File: src/rtl/arbiter8_rr_if.sv
// Request/grant bundle for the 8-way round-robin arbiter; all signals active-low except oGntId/oValid/oTimeout.
// master drives requests and enable, slave (the arbiter) drives the registered grant outputs.
interface arbiter8_rr_if;
  logic       iEI;
  logic [7:0] iReq;
  logic [7:0] oGnt;
  logic [2:0] oGntId;
  logic       oValid;
  logic       oEO;
  logic       oTimeout;

  modport master (
    output iEI, iReq,
    input  oGnt, oGntId, oValid, oEO, oTimeout
  );

  modport slave (
    input  iEI, iReq,
    output oGnt, oGntId, oValid, oEO, oTimeout
  );
endinterface

File: src/rtl/arbiter8_rr.sv
// 8-way descending round-robin arbiter, registered outputs, 1-cycle grant latency; no preemption, grantee holds until it drops.
// Optional grant watchdog enabled by defining ARB_TIMEOUT_EN (forced release after 16 held cycles).
module arbiter8_rr (
  input  logic          iClk,
  input  logic          iRst_n,
  arbiter8_rr_if.slave  bus
);

  typedef enum logic [1:0] {
    ST_IDLE  = 2'd0,
    ST_GRANT = 2'd1,
    ST_REL   = 2'd2
  } state_t;

  state_t     state_q, state_d;
  logic [7:0] gnt_q, gnt_d;
  logic [2:0] gnt_id_q, gnt_id_d;
  logic       valid_q, valid_d;
  logic       eo_q, eo_d;
  logic [2:0] last_q, last_d;
  logic       timeout_d;

  logic       pick_found;
  logic [2:0] pick_id;
  logic [2:0] probe;
  logic       idle_quiet;

`ifdef ARB_TIMEOUT_EN
  logic [3:0] cnt_q, cnt_d;
  logic       timeout_q;
`endif

  // Search starts one below the last grantee and walks downward with wrap.
  always_comb begin
    pick_found = 1'b0;
    pick_id    = 3'd0;
    probe      = 3'd0;
    for (int k = 1; k <= 8; k++) begin
      probe = last_q - 3'(k);
      if (!pick_found && !bus.iReq[probe]) begin
        pick_found = 1'b1;
        pick_id    = probe;
      end
    end
  end

  assign idle_quiet = !bus.iEI && (bus.iReq == 8'hFF);

  always_comb begin
    state_d   = state_q;
    gnt_d     = gnt_q;
    gnt_id_d  = gnt_id_q;
    valid_d   = valid_q;
    eo_d      = eo_q;
    last_d    = last_q;
    timeout_d = 1'b0;
`ifdef ARB_TIMEOUT_EN
    cnt_d     = cnt_q;
`endif
    case (state_q)
      ST_IDLE: begin
        if (!bus.iEI && pick_found) begin
          state_d  = ST_GRANT;
          gnt_id_d = pick_id;
          gnt_d    = ~(8'd1 << pick_id);
          valid_d  = 1'b1;
          eo_d     = 1'b1;
`ifdef ARB_TIMEOUT_EN
          cnt_d    = 4'd0;
`endif
        end else begin
          eo_d = !idle_quiet;
        end
      end
      ST_GRANT: begin
        if (bus.iReq[gnt_id_q] || bus.iEI) begin
          state_d = ST_REL;
          gnt_d   = 8'hFF;
          valid_d = 1'b0;
`ifdef ARB_TIMEOUT_EN
        end else if (cnt_q == 4'hF) begin
          state_d   = ST_REL;
          gnt_d     = 8'hFF;
          valid_d   = 1'b0;
          timeout_d = 1'b1;
        end else begin
          cnt_d = cnt_q + 4'd1;
`endif
        end
      end
      ST_REL: begin
        // Releasing grantee becomes lowest priority for the next search.
        state_d = ST_IDLE;
        last_d  = gnt_id_q;
        eo_d    = !idle_quiet;
      end
      default: begin
        state_d = ST_IDLE;
        gnt_d   = 8'hFF;
        valid_d = 1'b0;
        eo_d    = 1'b1;
      end
    endcase
  end

  always_ff @(posedge iClk) begin
    if (!iRst_n) begin
      state_q  <= ST_IDLE;
      gnt_q    <= 8'hFF;
      gnt_id_q <= 3'd0;
      valid_q  <= 1'b0;
      eo_q     <= 1'b1;
      last_q   <= 3'd0;
    end else begin
      state_q  <= state_d;
      gnt_q    <= gnt_d;
      gnt_id_q <= gnt_id_d;
      valid_q  <= valid_d;
      eo_q     <= eo_d;
      last_q   <= last_d;
    end
  end

`ifdef ARB_TIMEOUT_EN
  always_ff @(posedge iClk) begin
    if (!iRst_n) begin
      cnt_q     <= 4'd0;
      timeout_q <= 1'b0;
    end else begin
      cnt_q     <= cnt_d;
      timeout_q <= timeout_d;
    end
  end

  assign bus.oTimeout = timeout_q;
`else
  assign bus.oTimeout = 1'b0;
`endif

  assign bus.oGnt   = gnt_q;
  assign bus.oGntId = gnt_id_q;
  assign bus.oValid = valid_q;
  assign bus.oEO    = eo_q;

endmodule

File: src/flat_wrapper.sv
// flat-port wrapper written by rule: the top's interface ports become plain ports
module arbiter8_rr_flat 
  (iClk, iRst_n, bus_iEI, bus_iReq, bus_oGnt, bus_oGntId, bus_oValid, bus_oEO, bus_oTimeout);
  arbiter8_rr_if bus_i ();
  input  logic iClk;
  input  logic iRst_n;
  input wire logic [$bits(bus_i.iEI)-1:0] bus_iEI;
  input wire logic [$bits(bus_i.iReq)-1:0] bus_iReq;
  output wire logic [$bits(bus_i.oGnt)-1:0] bus_oGnt;
  output wire logic [$bits(bus_i.oGntId)-1:0] bus_oGntId;
  output wire logic [$bits(bus_i.oValid)-1:0] bus_oValid;
  output wire logic [$bits(bus_i.oEO)-1:0] bus_oEO;
  output wire logic [$bits(bus_i.oTimeout)-1:0] bus_oTimeout;
  assign bus_i.iEI = bus_iEI;
  assign bus_i.iReq = bus_iReq;
  assign bus_oGnt = bus_i.oGnt;
  assign bus_oGntId = bus_i.oGntId;
  assign bus_oValid = bus_i.oValid;
  assign bus_oEO = bus_i.oEO;
  assign bus_oTimeout = bus_i.oTimeout;
  arbiter8_rr u_core (.iClk(iClk), .iRst_n(iRst_n), .bus(bus_i));
endmodule
File: config.mk
export PLATFORM = sky130hd
export DESIGN_NAME = arbiter8_rr_flat
export DESIGN_NICKNAME = d
export VERILOG_FILES = /design/src/rtl/arbiter8_rr_if.sv /design/src/rtl/arbiter8_rr.sv /design/src/flat_wrapper.sv
export SDC_FILE = /design/constraint.sdc
export NUM_CORES = 1
export LEC_CHECK = 0
export CELL_PAD_IN_SITES_DETAIL_PLACEMENT = 1
export CELL_PAD_IN_SITES_GLOBAL_PLACEMENT = 2
export CORE_MARGIN = 5
export CORE_UTILIZATION = 35
export CTS_CLUSTER_SIZE = 12
export DETAILED_ROUTE_END_ITERATION = 7
export HOLD_SLACK_MARGIN = 0.15
export PLACE_DENSITY = 0.83
export SYNTH_ARGS = -nofsm -noshare
export SYNTH_HDL_FRONTEND = slang
export SYNTH_SLANG_ARGS = --single-unit
export TNS_END_PERCENT = 5
File: constraint.sdc
create_clock -name iClk -period 4.7 [get_ports iClk]
set_clock_uncertainty 0.05 [all_clocks]
set_input_delay 0.94 -clock iClk [delete_from_list [all_inputs] [get_ports iClk]]
set_output_delay 0.94 -clock iClk [all_outputs]
set_load 0.02 [all_outputs]
==> results of run 1 <==
through the flow:
stage                     power (µW)  worst slack (ns)   util  cells  instance area, µm²
after CTS                        447              1.16  0.421    282                2150
final                            441              1.15  0.421    282                2150
after global placement           336             0.886  0.413    279                2110
after floorplan                  284              1.16      -    193                1840
after global routing             472             0.917  0.421    282                2150
after detailed placement         337             0.895  0.413    279                2110
cell families after synthesis:
group	count (synthesis)	synth area share
AO/OA/AOI/OAI	63	0.275
XOR/XNOR	3	0.0245
adder cells (fa/ha/maj)	2	0.0136
buffers and inverters	16	0.0484
flip-flops	18	0.196
multiplexers	32	0.273
other	1	0.00204
AND/OR/NAND/NOR	58	0.167
worst paths after layout:
check / end / depth (start not counted) / slack, ns
hold reg to reg: u_core.bus.oGnt[6]$_SDFFE_PN1P_ / 1 / 0.43
setup / recovery: u_core.bus.oGnt[5]$_SDFFE_PN1P_ / 8 / 1.15
setup reg to reg: u_core.bus.oGnt[3]$_SDFFE_PN1P_ / 9 / 1.32
hold / removal: u_core.bus.oGnt[6]$_SDFFE_PN1P_ / 1 / 0.43
worst register-to-register path, delay by kind of cell, from the launching register on:
kind	cells	cell delay, ns
flops	1	0.33
fa+ha+maj	1	0.48
compound gates	5	1.62
simple gates	1	0.18
buf+inv	1	0.36
xor+xnor	1	0.25
per-layer routing:
layer,up-vias,share of wire,global-route usage
met1,850,0.47,0.228
met2,28,0.49,0.290
met4,0,0.014,0.0282
met5,-,0,0
met3,6,0.021,0.0195
li1,810,-,-
flip-flops by register name, summed over array words and instances (netlist names):
name / cells
u_core.bus.oGnt: 8
u_core.bus.oGntId: 3
u_core.bus.oEO: 1
u_core.state_q: 2
u_core.bus.oValid: 1
u_core.last_q: 3
synthesized netlist by cell type, drive strengths merged (3+ instances only):
cell and n:
nor2b 3, a21oi 9, a22oi 3, buf 8, o211ai 4, mux2 9, inv 6, or3 4
mux2i 11, dfxtp 18, a41oi 3, o32a 4, mux4 12, o221ai 4, nor2 27, o22ai 3
o21ai 9, nor3 5, a211oi 3, a31oi 5, nand2 5
layout make-up:
type                            instances  area (µm²)  share of cell area
Multi-Input combinational cell        159        1390               0.645
Sequential cell                        18         360               0.168
Clock buffer                            3        41.3              0.0192
Tap cell                               70        87.6              0.0407
Inverter                                6        22.5              0.0105
Timing Repair Buffer                   26         253               0.118
power by group:
group          switching [µW]  internal, µW  leakage, µW  total, µW
clock network            50.1          56.9    0.0000216        107
registers                8.20           161     0.000147        169
logic                    93.9          71.4     0.000544        165
placed cells by master, fill, tap and decap left out, drive strengths merged, types with 3 or more instances in the layout:
| cell type | instances |
|---|---|
| nor2b | 3 |
| nand2 | 5 |
| mux2 | 9 |
| a22oi | 3 |
| o22ai | 3 |
| a211oi | 3 |
| mux4 | 12 |
| a41oi | 3 |
| o211ai | 4 |
| dfxtp | 18 |
| buf | 3 |
| a21oi | 9 |
| o32a | 4 |
| o21ai | 9 |
| mux2i | 11 |
| o221ai | 4 |
| clkdlybuf4s50 | 23 |
| a31oi | 5 |
| inv | 6 |
| or3 | 4 |
| clkbuf | 3 |
| nor3 | 5 |
| nor2 | 27 |
==> flow_summary.ini, run 1 <==
[logic_synthesis]
synth.largest_area_cell = dfxtp_1
yosysUniqueCellTypes = 65
synth_cells = 193
synth_top_area_frac = 0.196
avgSynthCellArea_um2 = 9.51
synth.area.top_cells = dfxtp_1 (20%), mux4_2 (13%), nor2_1 (5.5%), mux2i_1 (5.5%), mux2_2 (4.9%)
synth_edf_count = 0
synth.yosys.warnings = 0
synthArstFlopShare = 0
synth_area_mm2 = 0.00184
syn_nets = 206
synth_seq_cells = 18
seq_area_frac_synth = 0.196
synth_flop_cell = dfxtp_1

[job]
cap_violations = 0

[worst_setup_path]
reg2reg_from = u_core.last_q[0]$_SDFFE_PN0P_
crit_buf_inv = 1
critPathCaptureType = flip-flop
required_ns = 4.84
cp_top_family = multiplexers
startpoint = bus_iReq[0]
slowest_stage = clkdlybuf4s50_1
cp.arrival_ns = 3.68
crit_type = input pin to flip-flop
path_max_fanout = 10
critPathMaxStageDelay_ns = 0.60
start_kind = input pin
crit_chain = clkdlybuf4s50_1 -> mux4_2 -> mux2i_4 -> or3_1 -> nor2_1 -> a22oi_1 -> nor3_1 -> a31oi_1

[routing]
vias_per_cell = 6.01
dr.pass1.iters = 5
vias = 1694
drc_errors = 0
wl_mm = 5.23
drt_iter0_markers = 68
postRouteAntennaNets = 0
wl_per_cell_um = 18.6

[timing]
tns_ns = 0
setup_viol = 0
hold_ws_ns = 0.428
period_needed_ns = 3.55
min_period_over_period = 0.755
hold_viol_final = 0
relSlewSlack = 0.434
rsz0062_at_grt = false
fmax_ghz = 0.282
maxSlewViolCount = 0
worst_pin_slew_ns = 0.846

[grt]
first_global_vias = 1745
antenna_found_initial = 0
grt_first_pass_wirelength_mm = 8.89
grt_use_total = 0.168
gr-total-overflow = 0
grt_max_degree = 30

[layout]
syn2layout_area_growth_pct = 17.2
final_nets = 227
num_antenna_cells = 0
fillCellCount = 593
layout-drive-gt1-share = 0.203

[clock_network]
path_clk_slew_ns = 0.07
cts_hold_buf = 0
cts_buffers = 3
cts_tree = done
clock_path_buffers = 2
clkLatencyLatePin_ns = 0.25
cts_resized = 0
htreeDepth = 1
cts-root-buf = clkbuf_8
clock_sinks = 18
post_cts_buffers = 0

[floorplanning]
fp.dieW_um = 82.4
rows = 26
core_mm2 = 0.00511
ioPinCount = 25
initial_core_util = 0.359
die_area_mm2 = 0.00679
fp.dieH_um = 82.4

[placement]
finalWeightedCongestion = 0.800
portBuffers = 23
hpwl_mm = 3.96

[run_status]
status = finished, final reports clean

[pwr]
powerDensity_mw_per_mm2 = 205
peakVddDrop_mv = 0.139
leakagePower_uw = 0.000713

[worst_hold_path]
holdCritStartpoint = u_core.bus.oGnt[6]$_SDFFE_PN1P_
min_path_type = flip-flop to flip-flop
(Power assumes the default switching activity.)
==> run 2: changes to the inputs <==
==> constraint.sdc (replaced) <==
create_clock -name iClk -period 3.32 [get_ports iClk]
set_clock_uncertainty 0.05 [all_clocks]
set_input_delay 0.664 -clock iClk [delete_from_list [all_inputs] [get_ports iClk]]
set_output_delay 0.664 -clock iClk [all_outputs]
set_load 0.02 [all_outputs]
==> flow_summary.ini, run 2 (synthesized netlist as in run 1, its figures left out) <==
[layout]
layout_common_cells = buf_4 (36), nor2_1 (27), clkdlybuf4s50_1 (23), dfxtp_1 (18), mux4_2 (11)
finalNonFillerCells = 316
largest_reg_flops = 8
final_nets = 260
layout-drive-gt1-share = 0.321
num_antenna_cells = 0
syn2layout_area_growth_pct = 31.9
stdcell_area_mm2 = 0.00242
final_common_cell = buf_4

[pwr]
powerDensity_mw_per_mm2 = 287
leakagePower_uw = 0.000878
total_power_uw = 695
peakVddDrop_mv = 0.278

[floorplanning]
initial_core_util = 0.359
ioPinCount = 25
fp.dieW_um = 82.4
core_mm2 = 0.00511
die_area_mm2 = 0.00679
rows = 26
fp.dieH_um = 82.4

[timing]
setup_viol = 0
rsz0062_at_grt = false
min_period_over_period = 0.937
fmax_ghz = 0.321
period_needed_ns = 3.11
maxSlewViolCount = 0
hold_viol_final = 0

[routing]
wl_per_cell_um = 17.7
vias = 1819
vias_per_cell = 5.76
drc_errors = 0
dr.pass1.iters = 4
drt_iter0_markers = 135
postRouteAntennaNets = 0
wl_mm = 5.59

[worst_setup_path]
cp.arrival_ns = 3.17
critPathCaptureType = flip-flop
path_max_fanout = 6
required_ns = 3.38
crit_type = input pin to flip-flop
start_kind = input pin

[placement]
finalWeightedCongestion = 0.834
portBuffers = 23
hpwl_mm = 4.55
placed_area_mm2 = 0.00237
place_inst = 312

[worst_hold_path]
min_path_type = flip-flop to flip-flop

[grt]
first_global_vias = 1873
met2_usage = 0.303
grt_first_pass_wirelength_mm = 9.40
antenna_found_initial = 0
gr-total-overflow = 0
met3_usage = 0.0217
busiest_layer = met2
grt_use_total = 0.178
grt_max_degree = 18
grt.met1_usage = 0.246

[run_status]
status = finished, final reports clean

[clock_network]
cts-root-buf = clkbuf_8
clock_path_buffers = 2
htreeDepth = 1
post_cts_buffers = 0
clkLatencyLatePin_ns = 0.26
cts_hold_buf = 0
clock_sinks = 18
cts_resized = 0
cts_tree = done
cts_buffers = 3
path_clk_slew_ns = 0.07

[job]
cap_violations = 0
==> run 2: path summary, 6_finish.rpt <==
kind	from	to	slack, ns	cells past startpoint
setup / recovery	bus_iReq[0]	u_core.bus.oGnt[0]$_SDFFE_PN1P_	0.21	9
hold / removal	u_core.bus.oGnt[3]$_SDFFE_PN1P_	u_core.bus.oGnt[3]$_SDFFE_PN1P_	0.42	1
setup reg to reg	u_core.last_q[0]$_SDFFE_PN0P_	u_core.bus.oGnt[2]$_SDFFE_PN1P_	0.22	10
hold reg to reg	u_core.bus.oGnt[3]$_SDFFE_PN1P_	u_core.bus.oGnt[3]$_SDFFE_PN1P_	0.42	1
==> run 2: cell type report <==
class                   instances  area [µm²]
fillers                       621        2690
multi-input cells             159        1400
repair buffers                 59         500
flip-flops and latches         18         360
well taps                      70        87.6
clock buffers                   4        55.1
inverters                       6        22.5
==> run 2: critical path: stages <==
cell	delay [ns]
clkdlybuf4s50_1	0.52
buf_4	0.20
mux4_2	0.48
mux2i_4	0.25
or3_1	0.25
nor3_1	0.07
a2bb2oi_1	0.15
a21oi_1	0.39
a41oi_1	0.18
==> run 2: per-stage QoR <==
step                      hold WS (ns)  utilization  worst slack [ns]  TNS (ns)
final                            0.424        0.474             0.208         0
after global routing             0.447        0.474            0.0165         0
after CTS                        0.428        0.474             0.215         0
after detailed placement         0.411        0.463           -0.0484    -0.220
after global placement           0.412        0.463           -0.0132   -0.0132
after floorplan                  0.421            -           0.00366         0
==> run 2: power by group <==
| part | internal, µW | leakage, µW | total [µW] | switching, µW |
|---|---|---|---|---|
| Combinational | 134 | 0.000703 | 276 | 141 |
| Clock | 105 | 0.0000288 | 179 | 73.5 |
| Sequential | 228 | 0.000147 | 241 | 13.1 |
==> run 2: metal layers <==
layer  vias to the layer above  share of wire
met5                         -              0
met4                         0         0.0041
met3                         2          0.017
met2                        29           0.50
met1                       905           0.48
li1                        883              -
==> run 3: changes to the inputs <==
--- a/config.mk
+++ b/config.mk
@@ -13,6 +13,7 @@
 export DETAILED_ROUTE_END_ITERATION = 7
 export HOLD_SLACK_MARGIN = 0.15
 export PLACE_DENSITY = 0.83
+export SLEW_MARGIN = 0
 export SYNTH_ARGS = -nofsm -noshare
 export SYNTH_HDL_FRONTEND = slang
 export SYNTH_SLANG_ARGS = --single-unit
==> constraint.sdc (replaced) <==
create_clock -name iClk -period 3.2 [get_ports iClk]
set_clock_uncertainty 0.05 [all_clocks]
set_input_delay 0.64 -clock iClk [delete_from_list [all_inputs] [get_ports iClk]]
set_output_delay 0.64 -clock iClk [all_outputs]
set_load 0.02 [all_outputs]
==> flow_summary.ini, run 3 (synthesized netlist as in run 1, its figures left out) <==
[pwr]
peakVddDrop_mv = 0.258
leakagePower_uw = 0.000922
total_power_uw = 750
powerDensity_mw_per_mm2 = 298

[clock_network]
post_cts_buffers = 0
clock_path_buffers = 2
htreeDepth = 1
cts_buffers = 3
path_clk_slew_ns = 0.08
clock_sinks = 18
cts_tree = done
cts_resized = 1
clkLatencyLatePin_ns = 0.26
cts-root-buf = clkbuf_8
cts_hold_buf = 0

[grt]
grt_first_pass_wirelength_mm = 9.92
grt_use_total = 0.190
grt_max_degree = 27
antenna_found_initial = 0
first_global_vias = 1937
gr-total-overflow = 0

[layout]
layout_common_cells = buf_4 (38), nor2_1 (27), clkdlybuf4s50_1 (20), dfxtp_1 (18), mux4_2 (12)
final_nets = 263
fillCellCount = 598
layout-drive-gt1-share = 0.361
syn2layout_area_growth_pct = 36.9
final_common_cell = buf_4
finalNonFillerCells = 319
fin_util = 0.492
largest_reg_flops = 8
num_antenna_cells = 0

[routing]
vias_per_cell = 5.76
dr.pass1.iters = 4
wl_per_cell_um = 18.6
drt_iter0_markers = 108
postRouteAntennaNets = 0
vias = 1836
drc_errors = 0
wl_mm = 5.94

[placement]
finalWeightedCongestion = 0.901
portBuffers = 23
hpwl_mm = 4.55
place_inst = 315

[worst_setup_path]
crit_type = input pin to flip-flop
required_ns = 3.32
cp.arrival_ns = 3.21
path_max_fanout = 7
critPathCaptureType = flip-flop
reg2reg_slack_ns = 0.20
start_kind = input pin

[floorplanning]
fp.dieH_um = 82.4
ioPinCount = 25
rows = 26
fp.dieW_um = 82.4
die_area_mm2 = 0.00679
initial_core_util = 0.359
core_mm2 = 0.00511

[timing]
relSlewSlack = 0.634
setup_viol = 0
period_needed_ns = 3.09
min_period_over_period = 0.966
maxSlewViolCount = 0
tns_ns = 0
fmax_ghz = 0.323
hold_viol_final = 0
worst_pin_slew_ns = 0.545

[job]
cap_violations = 0

[run_status]
status = finished, final reports clean

[worst_hold_path]
min_path_type = flip-flop to flip-flop
run 3: changes by cell type in the layout (fill, tap and decap cells not counted), sizes merged:
cell,previous run,this run
buf,36,39
clkdlybuf4s50,23,20
dlymetal6s2s,0,3
run 3: final timing paths:
path	depth (start not counted)	start	endpoint
setup / recovery	10	bus_iReq[2]	u_core.bus.oGntId[0]$_SDFFE_PN0P_
hold / removal	1	u_core.bus.oGnt[6]$_SDFFE_PN1P_	u_core.bus.oGnt[6]$_SDFFE_PN1P_
setup reg to reg	9	u_core.last_q[0]$_SDFFE_PN0P_	u_core.bus.oGntId[0]$_SDFFE_PN0P_
hold reg to reg	1	u_core.bus.oGnt[6]$_SDFFE_PN1P_	u_core.bus.oGnt[6]$_SDFFE_PN1P_
run 3: final cells by class:
cell class / count / area, µm² / share of cell area
repair buffers: 62 / 534 / 0.213
multi-input cells: 159 / 1450 / 0.578
flip-flops and latches: 18 / 360 / 0.143
inverters: 6 / 22.5 / 0.00896
well taps: 70 / 87.6 / 0.0348
clock buffers: 4 / 55.1 / 0.0219
run 3: per-layer routing:
layer / track usage / vias to the layer above / share of wire
li1: - / 892 / -
met1: 0.257 / 921 / 0.47
met2: 0.319 / 17 / 0.50
met3: 0.0260 / 6 / 0.013
met4: 0.0449 / 0 / 0.011
met5: 0 / - / 0
run 3: report_power, final:
group	switching, µW	internal [µW]
clock network	82.4	110
registers	13.9	236
logic	159	149
total	256	495
run 3: critical path, cell delays in order:
cell             delay (ns)
clkdlybuf4s50_1        0.62
mux4_2                 0.36
mux2i_1                0.10
buf_4                  0.16
a221o_2                0.36
nor3_2                 0.27
a2bb2oi_2              0.19
a21oi_1                0.10
buf_4                  0.17
a211oi_1               0.24
run 3: stage by stage:
stage / instance area [µm²] / setup slack (ns) / hold slack [ns]
2_1_floorplan: 1860 / 0.0107 / 0.421
3_3_place_gp: 2390 / -0.174 / 0.413
3_5_place_dp: 2390 / -0.203 / 0.417
4_1_cts: 2450 / 0.000121 / 0.435
5_1_grt: 2510 / -0.0546 / 0.451
6_report: 2510 / 0.108 / 0.430
